==> src/rtl/ets_acq_sequencer.sv <==
// ets_acq_sequencer: arms on an external trigger edge, fires the ETS sampler and
// turns its sample strobes into buffer write addresses over a multi-frame acquisition.
module ets_acq_sequencer #(
    parameter int POINT_NUM = 256,
    parameter int ADDR_W    = 8,
    parameter int FRAME_W   = 8,
    parameter int TMR_W     = 16
) (
    input  logic               clk,
    input  logic               rst_n,
    input  logic               start,
    input  logic               abort,
    input  logic [FRAME_W-1:0] cfg_frames,
    input  logic [TMR_W-1:0]   cfg_holdoff,
    input  logic [TMR_W-1:0]   cfg_timeout,
    input  logic               ext_trig,
    input  logic               smp_busy,
    input  logic               smp_sp_en,
    output logic               smp_trigger,
    output logic               wr_en,
    output logic [ADDR_W-1:0]  wr_addr,
    output logic [FRAME_W-1:0] wr_frame,
    output logic               acq_busy,
    output logic               acq_done,
    output logic               err_timeout,
    output logic               err_count
);
    localparam int PT_W = $clog2(POINT_NUM + 1);
    localparam logic [PT_W-1:0] PT_FULL = PT_W'(POINT_NUM);

    typedef enum logic [2:0] {S_IDLE, S_ARM, S_FIRE, S_RUN, S_HOLD} state_t;

    state_t             r_state, w_state;
    logic               r_trig_d, r_busy_d;
    logic [PT_W-1:0]    r_pt, w_pt;
    logic [TMR_W-1:0]   r_tmr, w_tmr, r_holdoff, w_holdoff, r_timeout, w_timeout;
    logic [FRAME_W-1:0] r_frames, w_frames, r_frame, w_frame;
    logic [ADDR_W-1:0]  r_addr, w_addr;
    logic               r_fire, w_fire, r_wr, w_wr, r_busy, w_busy, r_done, w_done;
    logic               r_err_to, w_err_to, r_err_cnt, w_err_cnt;
    logic               w_edge, w_fall, w_strobe;
    logic [TMR_W-1:0]   w_tmr_inc;

    assign w_edge    = ext_trig & ~r_trig_d;
    assign w_fall    = r_busy_d & ~smp_busy;
    assign w_strobe  = smp_sp_en && (r_state == S_FIRE || r_state == S_RUN);
    assign w_tmr_inc = r_tmr + TMR_W'(1);

    always_comb begin
        w_state   = r_state;
        w_pt      = r_pt;
        w_tmr     = r_tmr;
        w_holdoff = r_holdoff;
        w_timeout = r_timeout;
        w_frames  = r_frames;
        w_frame   = r_frame;
        w_addr    = r_addr;
        w_fire    = 1'b0;
        w_wr      = 1'b0;
        w_busy    = r_busy;
        w_done    = 1'b0;
        w_err_to  = r_err_to;
        w_err_cnt = r_err_cnt;
        if (w_strobe) begin
            if (r_pt < PT_FULL) begin
                w_wr   = 1'b1;
                w_addr = ADDR_W'(r_pt);
                w_pt   = r_pt + PT_W'(1);
            end else begin
                w_err_cnt = 1'b1;
            end
        end
        case (r_state)
            S_IDLE: begin
                if (start && !abort) begin
                    w_frames  = (cfg_frames == '0) ? FRAME_W'(1) : cfg_frames;
                    w_holdoff = cfg_holdoff;
                    w_timeout = cfg_timeout;
                    w_err_to  = 1'b0;
                    w_err_cnt = 1'b0;
                    w_frame   = '0;
                    w_pt      = '0;
                    w_tmr     = '0;
                    w_busy    = 1'b1;
                    w_state   = S_ARM;
                end
            end
            S_ARM: begin
                w_tmr = w_tmr_inc;
                if (w_edge && !smp_busy) begin
                    w_fire  = 1'b1;
                    w_state = S_FIRE;
                end else if (r_timeout != '0 && w_tmr_inc == r_timeout) begin
                    w_err_to = 1'b1;
                    w_done   = 1'b1;
                    w_busy   = 1'b0;
                    w_state  = S_IDLE;
                end
            end
            S_FIRE: w_state = smp_busy ? S_RUN : S_FIRE;
            S_RUN: begin
                if (w_fall) begin
                    // a strobe landing on the falling edge still counts toward the frame
                    w_err_cnt = w_err_cnt | (w_pt != PT_FULL);
                    w_pt      = '0;
                    w_tmr     = '0;
                    if (r_frame == r_frames - FRAME_W'(1)) begin
                        w_done  = 1'b1;
                        w_busy  = 1'b0;
                        w_state = S_IDLE;
                    end else begin
                        w_frame = r_frame + FRAME_W'(1);
                        w_state = (r_holdoff == '0) ? S_ARM : S_HOLD;
                    end
                end
            end
            S_HOLD: begin
                w_tmr = w_tmr_inc;
                if (w_tmr_inc == r_holdoff) begin
                    w_tmr   = '0;
                    w_state = S_ARM;
                end
            end
            default: w_state = S_IDLE;
        endcase
        if (abort && r_state != S_IDLE) begin
            w_state   = S_IDLE;
            w_fire    = 1'b0;
            w_wr      = 1'b0;
            w_done    = 1'b0;
            w_busy    = 1'b0;
            w_err_to  = r_err_to;
            w_err_cnt = r_err_cnt;
            w_frame   = r_frame;
            w_pt      = '0;
            w_tmr     = '0;
        end
    end

    always_ff @(posedge clk or negedge rst_n) begin
        if (!rst_n) begin
            r_state   <= S_IDLE;
            r_trig_d  <= 1'b0;
            r_busy_d  <= 1'b0;
            r_pt      <= '0;
            r_tmr     <= '0;
            r_holdoff <= '0;
            r_timeout <= '0;
            r_frames  <= '0;
            r_frame   <= '0;
            r_addr    <= '0;
            r_fire    <= 1'b0;
            r_wr      <= 1'b0;
            r_busy    <= 1'b0;
            r_done    <= 1'b0;
            r_err_to  <= 1'b0;
            r_err_cnt <= 1'b0;
        end else begin
            r_state   <= w_state;
            r_trig_d  <= ext_trig;
            r_busy_d  <= smp_busy;
            r_pt      <= w_pt;
            r_tmr     <= w_tmr;
            r_holdoff <= w_holdoff;
            r_timeout <= w_timeout;
            r_frames  <= w_frames;
            r_frame   <= w_frame;
            r_addr    <= w_addr;
            r_fire    <= w_fire;
            r_wr      <= w_wr;
            r_busy    <= w_busy;
            r_done    <= w_done;
            r_err_to  <= w_err_to;
            r_err_cnt <= w_err_cnt;
        end
    end

    assign smp_trigger = r_fire;
    assign wr_en       = r_wr;
    assign wr_addr     = r_addr;
    assign wr_frame    = r_frame;
    assign acq_busy    = r_busy;
    assign acq_done    = r_done;
    assign err_timeout = r_err_to;
    assign err_count   = r_err_cnt;
endmodule
==> config.mk <==
export PLATFORM = sky130hd
export DESIGN_NAME = ets_acq_sequencer
export DESIGN_NICKNAME = d
export VERILOG_FILES = /design/src/rtl/ets_acq_sequencer.sv
export SDC_FILE = /design/constraint.sdc
export NUM_CORES = 1
export LEC_CHECK = 0
export ABC_AREA = 1
export BUFFER_PORTS_ARGS = -buffer_cell sky130_fd_sc_hd__buf_2
export CORE_MARGIN = 2
export CORE_UTILIZATION = 55
export DETAILED_ROUTE_END_ITERATION = 6
export PLACE_DENSITY = 0.76
export SLEW_MARGIN = 30
export SYNTH_ARGS = -nofsm -noshare
export SYNTH_HDL_FRONTEND = slang
export SYNTH_SLANG_ARGS = --single-unit
==> constraint.sdc <==
create_clock -name clk -period 2.69 [get_ports clk]
set_input_delay 0.4035 -clock clk [delete_from_list [all_inputs] [get_ports clk]]
set_output_delay 0.4035 -clock clk [all_outputs]
set_load 0.01 [all_outputs]
After elaboration in Yosys (flattened, before gate mapping) --
Index checks and enable logic that the tools add are counted.
Storage, ports and cells: bits in registers 92, output and inout port bits 22
Operators by class: add/subtract/negate cells 4, magnitude comparators 1, eq/ne operators 20, multiplexer cells 54, bitwise logic cells 6, reductions and logical operators 24
Operators by type and width (count):
- two-way mux 16 bit | 4
- one-hot mux 16 bit (4 select lines) | 1
- two-way mux 9 bit | 5
- == test 16 bit | 2
- two-way mux 8 bit | 4
- two-way mux 1 bit | 25
- two-way mux 3 bit | 8
- one-hot mux 9 bit (2 select lines) | 1
- adder 16 x 1 -> 16 bit (second input constant) | 1
- logical NOT 16 bit | 1
- one-hot mux 8 bit (2 select lines) | 1
- nonzero test 16 bit | 1
- one-hot mux 3 bit (5 select lines) | 1
- != test 3 bit (second input constant) | 4
- != test 2 bit (second input constant) | 5
- AND reduction 5 bit | 2
- adder 9 x 1 -> 9 bit (second input constant) | 1
- < comparator 9 bit (second input constant) | 1
- != test 9 bit (second input constant) | 1
- adder 8 x 1 -> 8 bit (second input constant) | 1
- == test 8 bit | 1
- logical NOT 8 bit | 1
- subtractor 8 x 1 -> 8 bit (second input constant) | 1
- == test 3 x 2 -> 1 bit (second input constant) | 2
- 22 further kinds | 34

Depth between registers and ports, before layout --
depth in word-level cells 8, gate-level depth with buffers 17, gate-level depth less buffers 16

Worst setup path before layout --
OpenSTA, ideal clock, no wires.
path type reg-to-reg, start reg r_tmr[0], end reg r_tmr[14], library setup time 126 ps, data arrival time 1943 ps, data required time 2564 ps, slack 621 ps, stages on the path, launching flop included 17, period minus slack after synthesis 2069 ps, path through dfrtp_1 -> ha_1 -> nand2_4 -> nor2_4 -> nand2_2 -> nor2_2 -> nand2_1 -> nand2_2 -> xor2_1 -> nand2_1 -> nor2_1 -> nand2_2 -> nand2_2 -> nand2_4 -> nand2_4 -> buf_8 -> o21ai_2
On the way: longest elaborated chain between the ends 5
RTL lines:
- start, declared | RTL line 36 | logic [TMR_W-1:0] r_tmr, w_tmr, r_holdoff, w_holdoff, r_timeout, w_timeout;
- start signal, assigned | RTL line 163 | r_tmr <= w_tmr;
- adder 16 x 1 -> 16 bit (*) | RTL line 47 | assign w_tmr_inc = r_tmr + TMR_W'(1);
- == test 16 bit | RTL line 119 | if (w_tmr_inc == r_holdoff) begin
- two-way mux 16 bit | RTL line 119
- one-hot mux 16 bit (4 select lines) (*) | RTL line 73 | case (r_state)
- two-way mux 16 bit (*) | RTL line 126 | if (abort && r_state != S_IDLE) begin
Every way passes the cells marked *; elsewhere a longest branch is shown, timed or not. A chain may end at the register's enable or synchronous reset.

Final worst setup path --
start reg r_tmr[0], end reg r_busy, in the netlist acq_busy
On the way: longest elaborated chain between the ends 5
RTL lines:
- adder 16 x 1 -> 16 bit | RTL line 47
- == test 16 bit | RTL line 93 | end else if (r_timeout != '0 && w_tmr_inc == r_timeout) begin
- logical AND 1 bit | RTL line 93
- != test 3 bit (no line)
- AND reduction 6 bit (no line)
- end signal, assigned | RTL line 171 | r_busy <= w_busy;
- end, declared | RTL line 39 | logic r_fire, w_fire, r_wr, w_wr, r_busy, w_busy, r_done, w_done;
Every way passes these cells.

==> parameters.txt <==
Parameter                              Value

Synthesis
  Library cell with the largest summed area after synthesis    sky130_fd_sc_hd__dfrtp_1
  Dominant synthesized flop cell    sky130_fd_sc_hd__dfrtp_1
  Netlist Area Pre-Place    5480 sq um
  Top cell type's share of synthesized area    42.0%
  Main area contributors after synthesis    sky130_fd_sc_hd__dfrtp_1 42%, sky130_fd_sc_hd__nand2_1 18%, sky130_fd_sc_hd__nand3_1 5.6%
  Asr flop ratio synth    100%
  Number of enable-type register cells in the synthesized netlist    0
  Yosys cell types    37
  Yosys warnings    0
  Syn Area/Cell    7.24 sq um
  Net count of the mapped netlist    807
  Post-Synthesis Cells    756
  Flip-flop and latch count after synthesis    92
  Register area share after synthesis    42.0%

Drt
  Final ANT Viol Nets    0
  Wire length reported by the detailed router    14.0 mm
  Via count    5126
  Vias per inst    5.29
  Routed WL per cell    14.4 um
  Number of DRC violations after detailed-routing iteration 0    334
  Number of search-and-repair iterations in the first detailed-routing pass    5
  # DRC    0

Clocking
  Number of sinks driven by the clock tree    92
  Largest buffer count on any clock path    2
  TritonCTS clock tree    built
  Post-CTS setup buffer count    0
  Cell at the root of the clock tree    sky130_fd_sc_hd__clkbuf_8
  Clock transition at the registers of the reported paths    0.10 ns
  Source-to-sink clock delay at the later pin of the worst-skew pair    0.37 ns
  Inserted Clock Buffers    9
  H-tree Lvls    3
  Hold bufs inserted after CTS    0

Status
  Status    completed

Global route
  Pin count of the biggest net entering global routing    44
  Number of global-route vias before repair    4913
  Global-route wire length before repair    23.5 mm
  Remaining global-route overflow    0
  Initial antenna violation count    0
  Total global-route track usage    27.0%

Power
  Largest vdd supply drop    0.000420 V
  Cell Pwr Density    912 nW/um^2
  Leak pwr    3.16 nW

Critical path
  Classification of the worst setup path    register to register
  R2r worst-path depth    13
  Critical register-to-register path startpoint    r_tmr[0]
  Critical path endpoint category    register
  Reg-to-reg critical path endpoint    acq_busy
  Critical path required time    2.94 ns
  Arrival time at the worst endpoint    2.68 ns
  CP Launch Type    register
  Register-to-register setup slack    0.26 ns
  Crit Path Max Fanout    8

STA
  Unrepaired setup endpoints after global routing    no
  Slew at the pin closest to its max-slew limit    0.603 ns
  Worst slew slack as a fraction of its limit    59.8%
  Final worst path period need    2.43 ns
  Setup clock skew after layout    0.00821 ns
  Fin crit share    90.3%
  Highest attainable clock frequency    412 MHz
  Final Max Tran Viols    0
  Smallest setup slack after layout    0.261 ns
  Hold Fails Final Rpt    0
  Final Setup Violations    0
  Setup TNS    0 ns

Floorplanning
  Placeable Area    9730 sq um
  Initial standard-cell utilization of the core    56.3%
  Top Ports    69
  Die width    104 um
  Height of the die    104 um
  Floorplan die area    10800 sq um
  Standard-cell rows    36

Worst hold path
  Class of the tightest hold or removal check    input pin to asynchronous set/reset pin

Placed design
  Gp weighted congestion    0.875
  Post-place instance area    6010 sq um
  DPL Wire Length    10.9 mm
  Port buffer count    68
  Setup Slack @ Placement    0.137 ns

Layout
  Fraction of layout cells with a size suffix above 1    17.1%
  Design area    6210 sq um
  Most frequent standard cell in the layout excluding fill and tap cells    sky130_fd_sc_hd__nand2_1
  Synthesis-to-finish area growth    13.4%
  Number of nets in the final layout    882
  Antenna diode instance count    0
  Commonest cells after routing, fill and taps aside    256 x sky130_fd_sc_hd__nand2_1, 91 x sky130_fd_sc_hd__dfrtp_1, 80 x sky130_fd_sc_hd__inv_1
  Filler instances    888

Flow run
  Total of max-cap violations    0
-- cells by family (layout without fill, tap and decap cells) --
kind of cell    after synthesis  in the layout  share of synthesized area, %
fa+ha+maj                     4              4                         0.914
compound gates               74             74                          8.27
simple gates                462            462                          37.2
flops                        92             92                          42.0
xor+xnor                     25             25                          4.50
buf+inv                      99            179                          7.06
-- state kept, by name (all words and copies together), names as in the netlist, 3 cells and up --
name and count:
r_pt 9, r_frames 8, wr_frame 8, r_holdoff 16, wr_addr 8, r_tmr 16
r_state 3, r_timeout 16
-- cell usage after synthesis, drive strengths merged, types with 2 or more instances --
cell type    n
a21oi       13
buf          8
clkbuf       5
dfrtp       92
ha           4
inv         85
nand2      270
nand3       62
nand3b       9
nand4       19
nor2        90
nor3         5
nor3b        2
nor4         5
o21ai       47
o21bai       5
o31ai        5
xnor2        7
xnor3        2
xor2        16
-- stage by stage --
stage	hold WS, ns	cells	util [%]	power, mW
3_5_place_dp	0.448	953	61.8	4.72
5_1_grt	0.0759	969	63.8	6.12
4_1_cts	0.0426	969	63.8	5.66
6_report	0.0258	969	63.8	5.66
2_1_floorplan	0.108	756	-	3.96
3_3_place_gp	0.435	953	61.8	4.66
-- area by class of cell --
cell class                      count  area (sq um)  area share [%]
Multi-Input combinational cell    565          2800            45.1
Sequential cell                    92          2300            37.1
Timing Repair Buffer               77           423            6.81
Inverter                           86           323            5.20
Tap cell                          133           166            2.68
Clock buffer                       11           151            2.44
Clock inverter                      5          43.8           0.705
-- routing by layer --
layer  routed length [um]  global-route usage (%)  vias to the layer above
met1                 6640                    38.4                     2392
met3                  710                    3.08                       12
met4                  148                    7.63                        0
met2                 6490                    44.0                      160
met5                    0                       0                        -
li1                     -                       -                     2562
-- power breakdown --
group | switching [mW] | internal [mW] | leakage [nW] | total (mW)
combinational | 1.72 | 0.892 | 1.86 | 2.61
clock | 0.529 | 0.398 | 0.0941 | 0.928
sequential | 0.357 | 1.77 | 1.20 | 2.13
-- critical path, stage by stage, from the launching register on --
cell and delay (ns):
sky130_fd_sc_hd__dfrtp_2 0.44, sky130_fd_sc_hd__ha_1 0.25, sky130_fd_sc_hd__nand2_4 0.11, sky130_fd_sc_hd__nor2_2 0.21, sky130_fd_sc_hd__nand3_1 0.18, sky130_fd_sc_hd__xor2_1 0.22
sky130_fd_sc_hd__nand2_1 0.10, sky130_fd_sc_hd__nand2_1 0.05, sky130_fd_sc_hd__nor2_1 0.22, sky130_fd_sc_hd__nand3_1 0.18, sky130_fd_sc_hd__nand3_1 0.12, sky130_fd_sc_hd__nand4_1 0.11
sky130_fd_sc_hd__nand2_1 0.08, sky130_fd_sc_hd__nand2_1 0.05
-- how the worst max path moves through the flow --
stage / from / endpoint / slack (ns) / depth (start not counted)
5_1_grt: r_tmr[1] / acq_busy / 0.02 / 16
4_1_cts: r_tmr[0] / acq_busy / 0.13 / 16
3_5_place_dp: r_tmr[0] / acq_busy / 0.14 / 16
3_3_place_gp: r_tmr[0] / acq_busy / 0.22 / 16
6_report: r_tmr[0] / acq_busy / 0.26 / 13
2_1_floorplan: r_tmr[0] / r_tmr[14] / 0.62 / 16
-- repair_timing --
item                                   in CTS  in global routing
setup endpoints to repair                   0                 16
resized for setup                           0                  3
endpoints found under the hold margin       0                  0
(Power assumes the default switching activity.)
